--- src/rtl/mem_arb_pkg.sv ---
// mem_arb_pkg
// Shared types and default sizing for the unified-memory arbiter.
//   state_e : sequencer states (IDLE -> ACCESS -> RESP)
//   grant_e : which requester owns the current access
// Optional build macro used by the importing modules: MEM_ARB_RR_EN
package mem_arb_pkg;

  localparam int DEF_ADDR_W = 32;
  localparam int DEF_DATA_W = 32;
  localparam int DEF_DEPTH  = 512;

  typedef enum logic [1:0] {
    IDLE   = 2'd0,
    ACCESS = 2'd1,
    RESP   = 2'd2
  } state_e;

  typedef enum logic {
    GNT_FETCH = 1'b0,
    GNT_DATA  = 1'b1
  } grant_e;

endpackage

--- src/rtl/mem_arbiter_arb_pick.sv ---
// arb_pick
// Combinational winner selection between the fetch and data requesters.
// Build macro: MEM_ARB_RR_EN selects round-robin on simultaneous requests;
// without it, data always wins over fetch.
// Ports:
//   if_req, d_req  in  : pending requests
//   last_grant     in  : owner of the previous access (round-robin only)
//   grant          out : selected requester
//   valid          out : at least one request pending
module arb_pick
  import mem_arb_pkg::*;
(
  input  logic   if_req,
  input  logic   d_req,
  input  grant_e last_grant,
  output grant_e grant,
  output logic   valid
);

`ifndef MEM_ARB_RR_EN
  // Fixed priority never looks at history; keep the port for a uniform interface.
  logic unused_last_grant_s;
  assign unused_last_grant_s = last_grant;
`endif

  // Winner selection: a lone requester always wins; a tie is resolved by build mode.
  always_comb begin
    valid = if_req | d_req;
    grant = GNT_DATA;
`ifdef MEM_ARB_RR_EN
    if (if_req && d_req) begin
      grant = (last_grant == GNT_DATA) ? GNT_FETCH : GNT_DATA;
    end else if (d_req) begin
      grant = GNT_DATA;
    end else begin
      grant = GNT_FETCH;
    end
`else
    if (d_req) begin
      grant = GNT_DATA;
    end else begin
      grant = GNT_FETCH;
    end
`endif
  end

endmodule

--- src/rtl/mem_arbiter.sv ---
// mem_arbiter
// Shares the single 512x32 memory port between instruction fetch and
// load/store. Each access runs IDLE -> ACCESS -> RESP; every output is a
// register, so the memory's combinational read path ends in a flop.
// Out-of-range addresses never strobe the memory and answer with err.
// Build macro: MEM_ARB_RR_EN (round-robin arbitration on ties).
// Ports:
//   clk, reset                      : clock, synchronous active-high reset
//   if_req/if_addr/if_ack/if_rdata  : fetch requester
//   d_req/d_we/d_addr/d_wdata       : data requester inputs
//   d_ack/d_rdata                   : data requester response
//   err                             : out-of-range flag, pulses with the ack
//   mem_addr/mem_wdata/mem_read/mem_write/mem_rdata : memory port
module mem_arbiter
  import mem_arb_pkg::*;
#(
  parameter int ADDR_W = DEF_ADDR_W,
  parameter int DATA_W = DEF_DATA_W,
  parameter int DEPTH  = DEF_DEPTH
) (
  input  logic              clk,
  input  logic              reset,
  input  logic              if_req,
  input  logic [ADDR_W-1:0] if_addr,
  output logic              if_ack,
  output logic [DATA_W-1:0] if_rdata,
  input  logic              d_req,
  input  logic              d_we,
  input  logic [ADDR_W-1:0] d_addr,
  input  logic [DATA_W-1:0] d_wdata,
  output logic              d_ack,
  output logic [DATA_W-1:0] d_rdata,
  output logic              err,
  output logic [ADDR_W-1:0] mem_addr,
  output logic [DATA_W-1:0] mem_wdata,
  output logic              mem_read,
  output logic              mem_write,
  input  logic [DATA_W-1:0] mem_rdata
);

  state_e            state_r;
  grant_e            grant_r;
  logic              we_r;
  logic              oor_r;
  grant_e            last_grant_s;
  grant_e            pick_grant_s;
  logic              pick_valid_s;
  logic [ADDR_W-1:0] sel_addr_s;
  logic [DATA_W-1:0] sel_wdata_s;
  logic              sel_we_s;
  logic              sel_oor_s;
  logic [DATA_W-1:0] rsp_data_s;

  arb_pick u_arb_pick (
    .if_req     (if_req),
    .d_req      (d_req),
    .last_grant (last_grant_s),
    .grant      (pick_grant_s),
    .valid      (pick_valid_s)
  );

`ifdef MEM_ARB_RR_EN
  grant_e last_grant_r;

  // History for round-robin: records the winner of every accepted request.
  always_ff @(posedge clk) begin
    if (reset) begin
      last_grant_r <= GNT_FETCH;
    end else if (state_r == IDLE && pick_valid_s) begin
      last_grant_r <= pick_grant_s;
    end else begin
      last_grant_r <= last_grant_r;
    end
  end

  assign last_grant_s = last_grant_r;
`else
  assign last_grant_s = GNT_FETCH;
`endif

  // Request mux: fetch is always a read with no write data.
  always_comb begin
    sel_addr_s  = {ADDR_W{1'b0}};
    sel_wdata_s = {DATA_W{1'b0}};
    sel_we_s    = 1'b0;
    if (pick_grant_s == GNT_DATA) begin
      sel_addr_s  = d_addr;
      sel_wdata_s = d_wdata;
      sel_we_s    = d_we;
    end else begin
      sel_addr_s  = if_addr;
      sel_wdata_s = {DATA_W{1'b0}};
      sel_we_s    = 1'b0;
    end
    sel_oor_s = (sel_addr_s >= ADDR_W'(DEPTH));
  end

  // Response data: only an in-range read returns memory contents.
  always_comb begin
    if (we_r || oor_r) begin
      rsp_data_s = {DATA_W{1'b0}};
    end else begin
      rsp_data_s = mem_rdata;
    end
  end

  // Sequencer: latches the winner in IDLE, drives the memory in ACCESS,
  // answers in RESP. Memory-port outputs are loaded on IDLE->ACCESS so they
  // are valid for exactly the ACCESS cycle.
  always_ff @(posedge clk) begin
    if (reset) begin
      state_r   <= IDLE;
      grant_r   <= GNT_FETCH;
      we_r      <= 1'b0;
      oor_r     <= 1'b0;
      if_ack    <= 1'b0;
      if_rdata  <= {DATA_W{1'b0}};
      d_ack     <= 1'b0;
      d_rdata   <= {DATA_W{1'b0}};
      err       <= 1'b0;
      mem_addr  <= {ADDR_W{1'b0}};
      mem_wdata <= {DATA_W{1'b0}};
      mem_read  <= 1'b0;
      mem_write <= 1'b0;
    end else begin
      case (state_r)
        IDLE: begin
          if_ack   <= 1'b0;
          if_rdata <= {DATA_W{1'b0}};
          d_ack    <= 1'b0;
          d_rdata  <= {DATA_W{1'b0}};
          err      <= 1'b0;
          if (pick_valid_s) begin
            grant_r   <= pick_grant_s;
            we_r      <= sel_we_s;
            oor_r     <= sel_oor_s;
            mem_addr  <= sel_oor_s ? {ADDR_W{1'b0}} : sel_addr_s;
            mem_wdata <= (sel_we_s && !sel_oor_s) ? sel_wdata_s : {DATA_W{1'b0}};
            mem_read  <= !sel_we_s && !sel_oor_s;
            mem_write <= sel_we_s && !sel_oor_s;
            state_r   <= ACCESS;
          end else begin
            mem_addr  <= {ADDR_W{1'b0}};
            mem_wdata <= {DATA_W{1'b0}};
            mem_read  <= 1'b0;
            mem_write <= 1'b0;
            state_r   <= IDLE;
          end
        end
        ACCESS: begin
          mem_addr  <= {ADDR_W{1'b0}};
          mem_wdata <= {DATA_W{1'b0}};
          mem_read  <= 1'b0;
          mem_write <= 1'b0;
          if_ack    <= (grant_r == GNT_FETCH);
          d_ack     <= (grant_r == GNT_DATA);
          if_rdata  <= (grant_r == GNT_FETCH) ? rsp_data_s : {DATA_W{1'b0}};
          d_rdata   <= (grant_r == GNT_DATA) ? rsp_data_s : {DATA_W{1'b0}};
          err       <= oor_r;
          state_r   <= RESP;
        end
        RESP: begin
          if_ack   <= 1'b0;
          if_rdata <= {DATA_W{1'b0}};
          d_ack    <= 1'b0;
          d_rdata  <= {DATA_W{1'b0}};
          err      <= 1'b0;
          state_r  <= IDLE;
        end
        default: begin
          if_ack    <= 1'b0;
          if_rdata  <= {DATA_W{1'b0}};
          d_ack     <= 1'b0;
          d_rdata   <= {DATA_W{1'b0}};
          err       <= 1'b0;
          mem_addr  <= {ADDR_W{1'b0}};
          mem_wdata <= {DATA_W{1'b0}};
          mem_read  <= 1'b0;
          mem_write <= 1'b0;
          state_r   <= IDLE;
        end
      endcase
    end
  end

endmodule
--- config.mk ---
export PLATFORM = sky130hd
export DESIGN_NAME = mem_arbiter
export DESIGN_NICKNAME = d
export VERILOG_FILES = /design/src/rtl/mem_arb_pkg.sv /design/src/rtl/mem_arbiter_arb_pick.sv /design/src/rtl/mem_arbiter.sv
export SDC_FILE = /design/constraint.sdc
export NUM_CORES = 1
export LEC_CHECK = 0
export CORE_MARGIN = 4
export CORE_UTILIZATION = 33
export CTS_CLUSTER_DIAMETER = 200
export DETAILED_ROUTE_END_ITERATION = 8
export PLACE_DENSITY = 0.86
export SLEW_MARGIN = 20
export SYNTH_ARGS = -nofsm -noshare
export SYNTH_HDL_FRONTEND = slang
export SYNTH_SLANG_ARGS = --single-unit
--- constraint.sdc ---
create_clock -name clk -period 1.57 [get_ports clk]
set_input_delay 0.157 -clock clk [delete_from_list [all_inputs] [get_ports clk]]
set_output_delay 0.157 -clock clk [all_outputs]
set_load 0.05 [all_outputs]
==> results of run 1 <==
-- kinds of logic after synthesis --
family	synth area share [%]
and+or+nand+nor	23.7
AOI/OAI and AO/OA	7.98
DFF	62.9
muxes	2.05
buffers and inverters	3.28
-- state kept, by name, indices dropped and copies added, names as in the netlist --
| register | cells |
|---|---|
| d_ack | 1 |
| d_rdata | 32 |
| err | 1 |
| grant_r | 1 |
| if_ack | 1 |
| if_rdata | 32 |
| mem_addr | 32 |
| mem_read | 1 |
| mem_wdata | 32 |
| mem_write | 1 |
| oor_r | 1 |
| state_r | 2 |
| we_r | 1 |
-- final cells by class --
class	count	share of cell area, %
antenna	2	0.0645
multi-input combinational	250	20.5
tap	172	2.77
clock buffer	18	5.66
timing repair buffer	287	33.7
sequential	138	35.6
inverter	1	0.0483
clock inverter	14	1.69
-- through the flow --
stage | setup slack, ns | TNS [ns] | hold slack, ns | total power, mW | util [%]
floorplan | 0.0730 | 0 | 0.226 | 3.94 | -
global placement | -0.498 | -21.63 | 0.437 | 4.43 | 55.0
detailed placement | -0.630 | -25.07 | 0.446 | 4.44 | 55.0
CTS | 0.00133 | 0 | 0.290 | 8.21 | 59.9
global route | -0.0446 | -0.519 | 0.303 | 8.43 | 60.5
finish | -0.0104 | -0.0274 | 0.302 | 8.12 | 60.5
-- per-layer routing --
metal  vias up  GRT usage [%]  share of wire [%]
met5         -              0                  0
met4         0           5.40                1.2
met3        14           8.97                 12
met2       228           31.8                 50
met1      1907           18.3                 36
li1       2012              -                  -
-- repair_timing --
| item | in CTS | in global routing |
|---|---|---|
| endpoints found under the setup margin | 44 | 42 |
| gates resized for setup | 18 | 26 |
| pin swaps | 8 | 9 |
| gates cloned | 1 | 0 |
-- layout by cell type (no fill, tap or decap), drive strengths merged, types with 2 or more instances in the layout --
master	Yosys	routed
buf	3	155
dfxtp	138	138
clkdlybuf4s50	0	113
and3	64	64
nand2	45	45
o21ai	33	33
nand3	32	32
and2	26	26
clkbuf	30	18
dlymetal6s2s	0	12
nor4	11	11
o31ai	10	10
mux2i	9	9
inv	1	9
dlygate4sd2	0	6
clkinvlp	0	5
nor2	4	4
diode	0	2
nand4	2	2
a21oi	2	2
nor3b	2	2
-- how the worst min path moves through the flow --
stage	start	end	slack [ns]
floorplan	reset	we_r	0.23
global placement	mem_wdata[18]	mem_wdata[18]	0.44
detailed placement	mem_addr[20]	mem_addr[20]	0.45
CTS	d_wdata[3]	mem_wdata[3]	0.29
global route	d_wdata[27]	mem_wdata[27]	0.30
finish	d_wdata[18]	mem_wdata[18]	0.30
-- where the power goes --
group / switching, mW / leakage [nW] / internal [mW]
Combinational: 0.388 / 2.18 / 0.424
Clock: 1.62 / 0.265 / 2.13
Sequential: 0.0195 / 1.11 / 3.54
Total: 2.03 / 3.56 / 6.10
-- critical path, delay by kind of cell --
family	cells	cell delay, ns
compound gates	3	0.71
simple gates	1	0.26
buf+inv	3	0.77
==> results.cfg, run 1 <==
[global_route]
vias_in_the_first_global_route = 4201
grt_start_max_net_pins = 65
global_route.overflow_total = 0
grtUsageTotal_pct = 17.8
grt_first_pass_wirelength_um = 20900
antenna_found_initial = 2

[worst_hold_path]
worst_hold_path_type = in -> reg
min_path_cells = 3

[synthesis]
ys.flop_type = sky130_fd_sc_hd__dfxtp_1
leading_cell_type_by_number_of_instances_after_synthesis = sky130_fd_sc_hd__dfxtp_1
mappedNetlistNets = 555
synth_largest_area_cell = sky130_fd_sc_hd__dfxtp_1
post_synth.cell_area_avg_um2 = 10.4
synth.yosys.warnings = 0
syn_area_um2 = 4390
synth.top_cells.by_area = sky130_fd_sc_hd__dfxtp_1 (63%), sky130_fd_sc_hd__and3_1 (9.1%), sky130_fd_sc_hd__nand2_1 (3.8%)
post_synth_inst_count = 422
ys_seq_elements = 138
synth-edff-count = 0
synth-async-reset-ratio_pct = 0
synthDominantCellAreaShare_pct = 62.9
post_synth_num_cell_types = 30
synth.top_cells.by_count = sky130_fd_sc_hd__dfxtp_1 (138), sky130_fd_sc_hd__and3_1 (64), sky130_fd_sc_hd__nand2_1 (45)
ys_seq_area_share_pct = 62.9

[sta]
worst_pin_slew_ns = 0.385
final_critical_path_setup_slack_ns = -0.0104
final-hold-violation-count = 0
max_freq_mhz = 633
drv_slew = 0
clock_skew_ns = 0.0132
final.min_clock_period_ns = 1.58
setup_violations = 5
final_clock_period_utilization_by_the_worst_path_pct = 101
slew-limit-headroom_pct = 74.2

[layout]
finalNonFillerCells = 882
fillCellCount = 1003
post_route_standard_cell_area_excluding_fillers_um2 = 7760
synthToLayoutAreaGrowth_pct = 76.9
final_layout_size_suffix_gt1_share_pct = 29.5
area.sequential_um2 = 2760
multi_input_gate_area_in_the_final_layout_um2 = 1590
layout.nets = 828

[drt]
drc = 0
routed_wire_length_per_instance_um = 16.1
drt_pass1_iterations = 5
detailroute.via_count = 4161
routed_wl_um = 14200
post_drt_via_cell_ratio = 4.72
first_iter_violations = 158
postRouteAntennaNets = 0

[setup_path]
required_ns = 1.89
critPathMaxStageDelay_ns = 0.43
worst_r2r_path_depth = 5
crit_start = if_addr[24]
worst_setup_path_start_kind = input port
critical_path.reg2reg.endpoint = if_rdata[29]
worst-path-max-fanout = 8
setup.reg_to_reg.worst_slack_ns = 0.16
timing_worst_setup_path_type = in -> reg
critical_path.endpoint_type = flop
critical_path.endpoint = mem_addr[5]
cp_cell_instances = clkdlybuf4s50_1 -> nor4_2 -> buf_4 -> a21oi_1 -> a221o_2 -> buf_12 -> o31ai_4
worst_r2r_startpoint = state_r[0]
cpMaxStageDelayCell = sky130_fd_sc_hd__clkdlybuf4s50_1
worst-endpoint-arrival_ns = 1.91

[placed_design]
io_buffer_count = 265
place_hpwl_um = 10700
placedInstanceArea_um2 = 7050
gp_congestion = 0.812
post-place-cells = 848

[job]
maxCapViolCount = 0

[clocking]
cts.hold.buffers_added = 0
clock_root_buffer = sky130_fd_sc_hd__clkbuf_16
cts_setup_buffers = 0
tritoncts = yes
clock_tree.buffer_depth = 2
clkTransAtPathRegs_ns = 0.06
cts.sinks = 138
clk-insertion-delay-late_ns = 0.41
h_tree_levels = 4
cts_inserted_buffers = 17

[die]
pin_count = 266
design.core.area_um2 = 12800
dieArea_um2 = 15200
floorplan.initialDensity_pct = 34.2
die_w_um = 123
rows = 41
chipHeight_um = 123

[power]
power.ir.vdd_worst_v = 0.000662
static-leakage-power_nw = 3.56
power.density_nw_per_um2 = 1050

[status]
outcome = finished, violations left
violations_in_the_final_reports = setup timing
(Power assumes the default switching activity.)
==> run 2, diff against run 1 <==
HOLD_SLACK_MARGIN = 0.1   (was not set)
==> results of run 2 <==
Same layout as run 1: the final DEF is identical, and so are final timing and power.
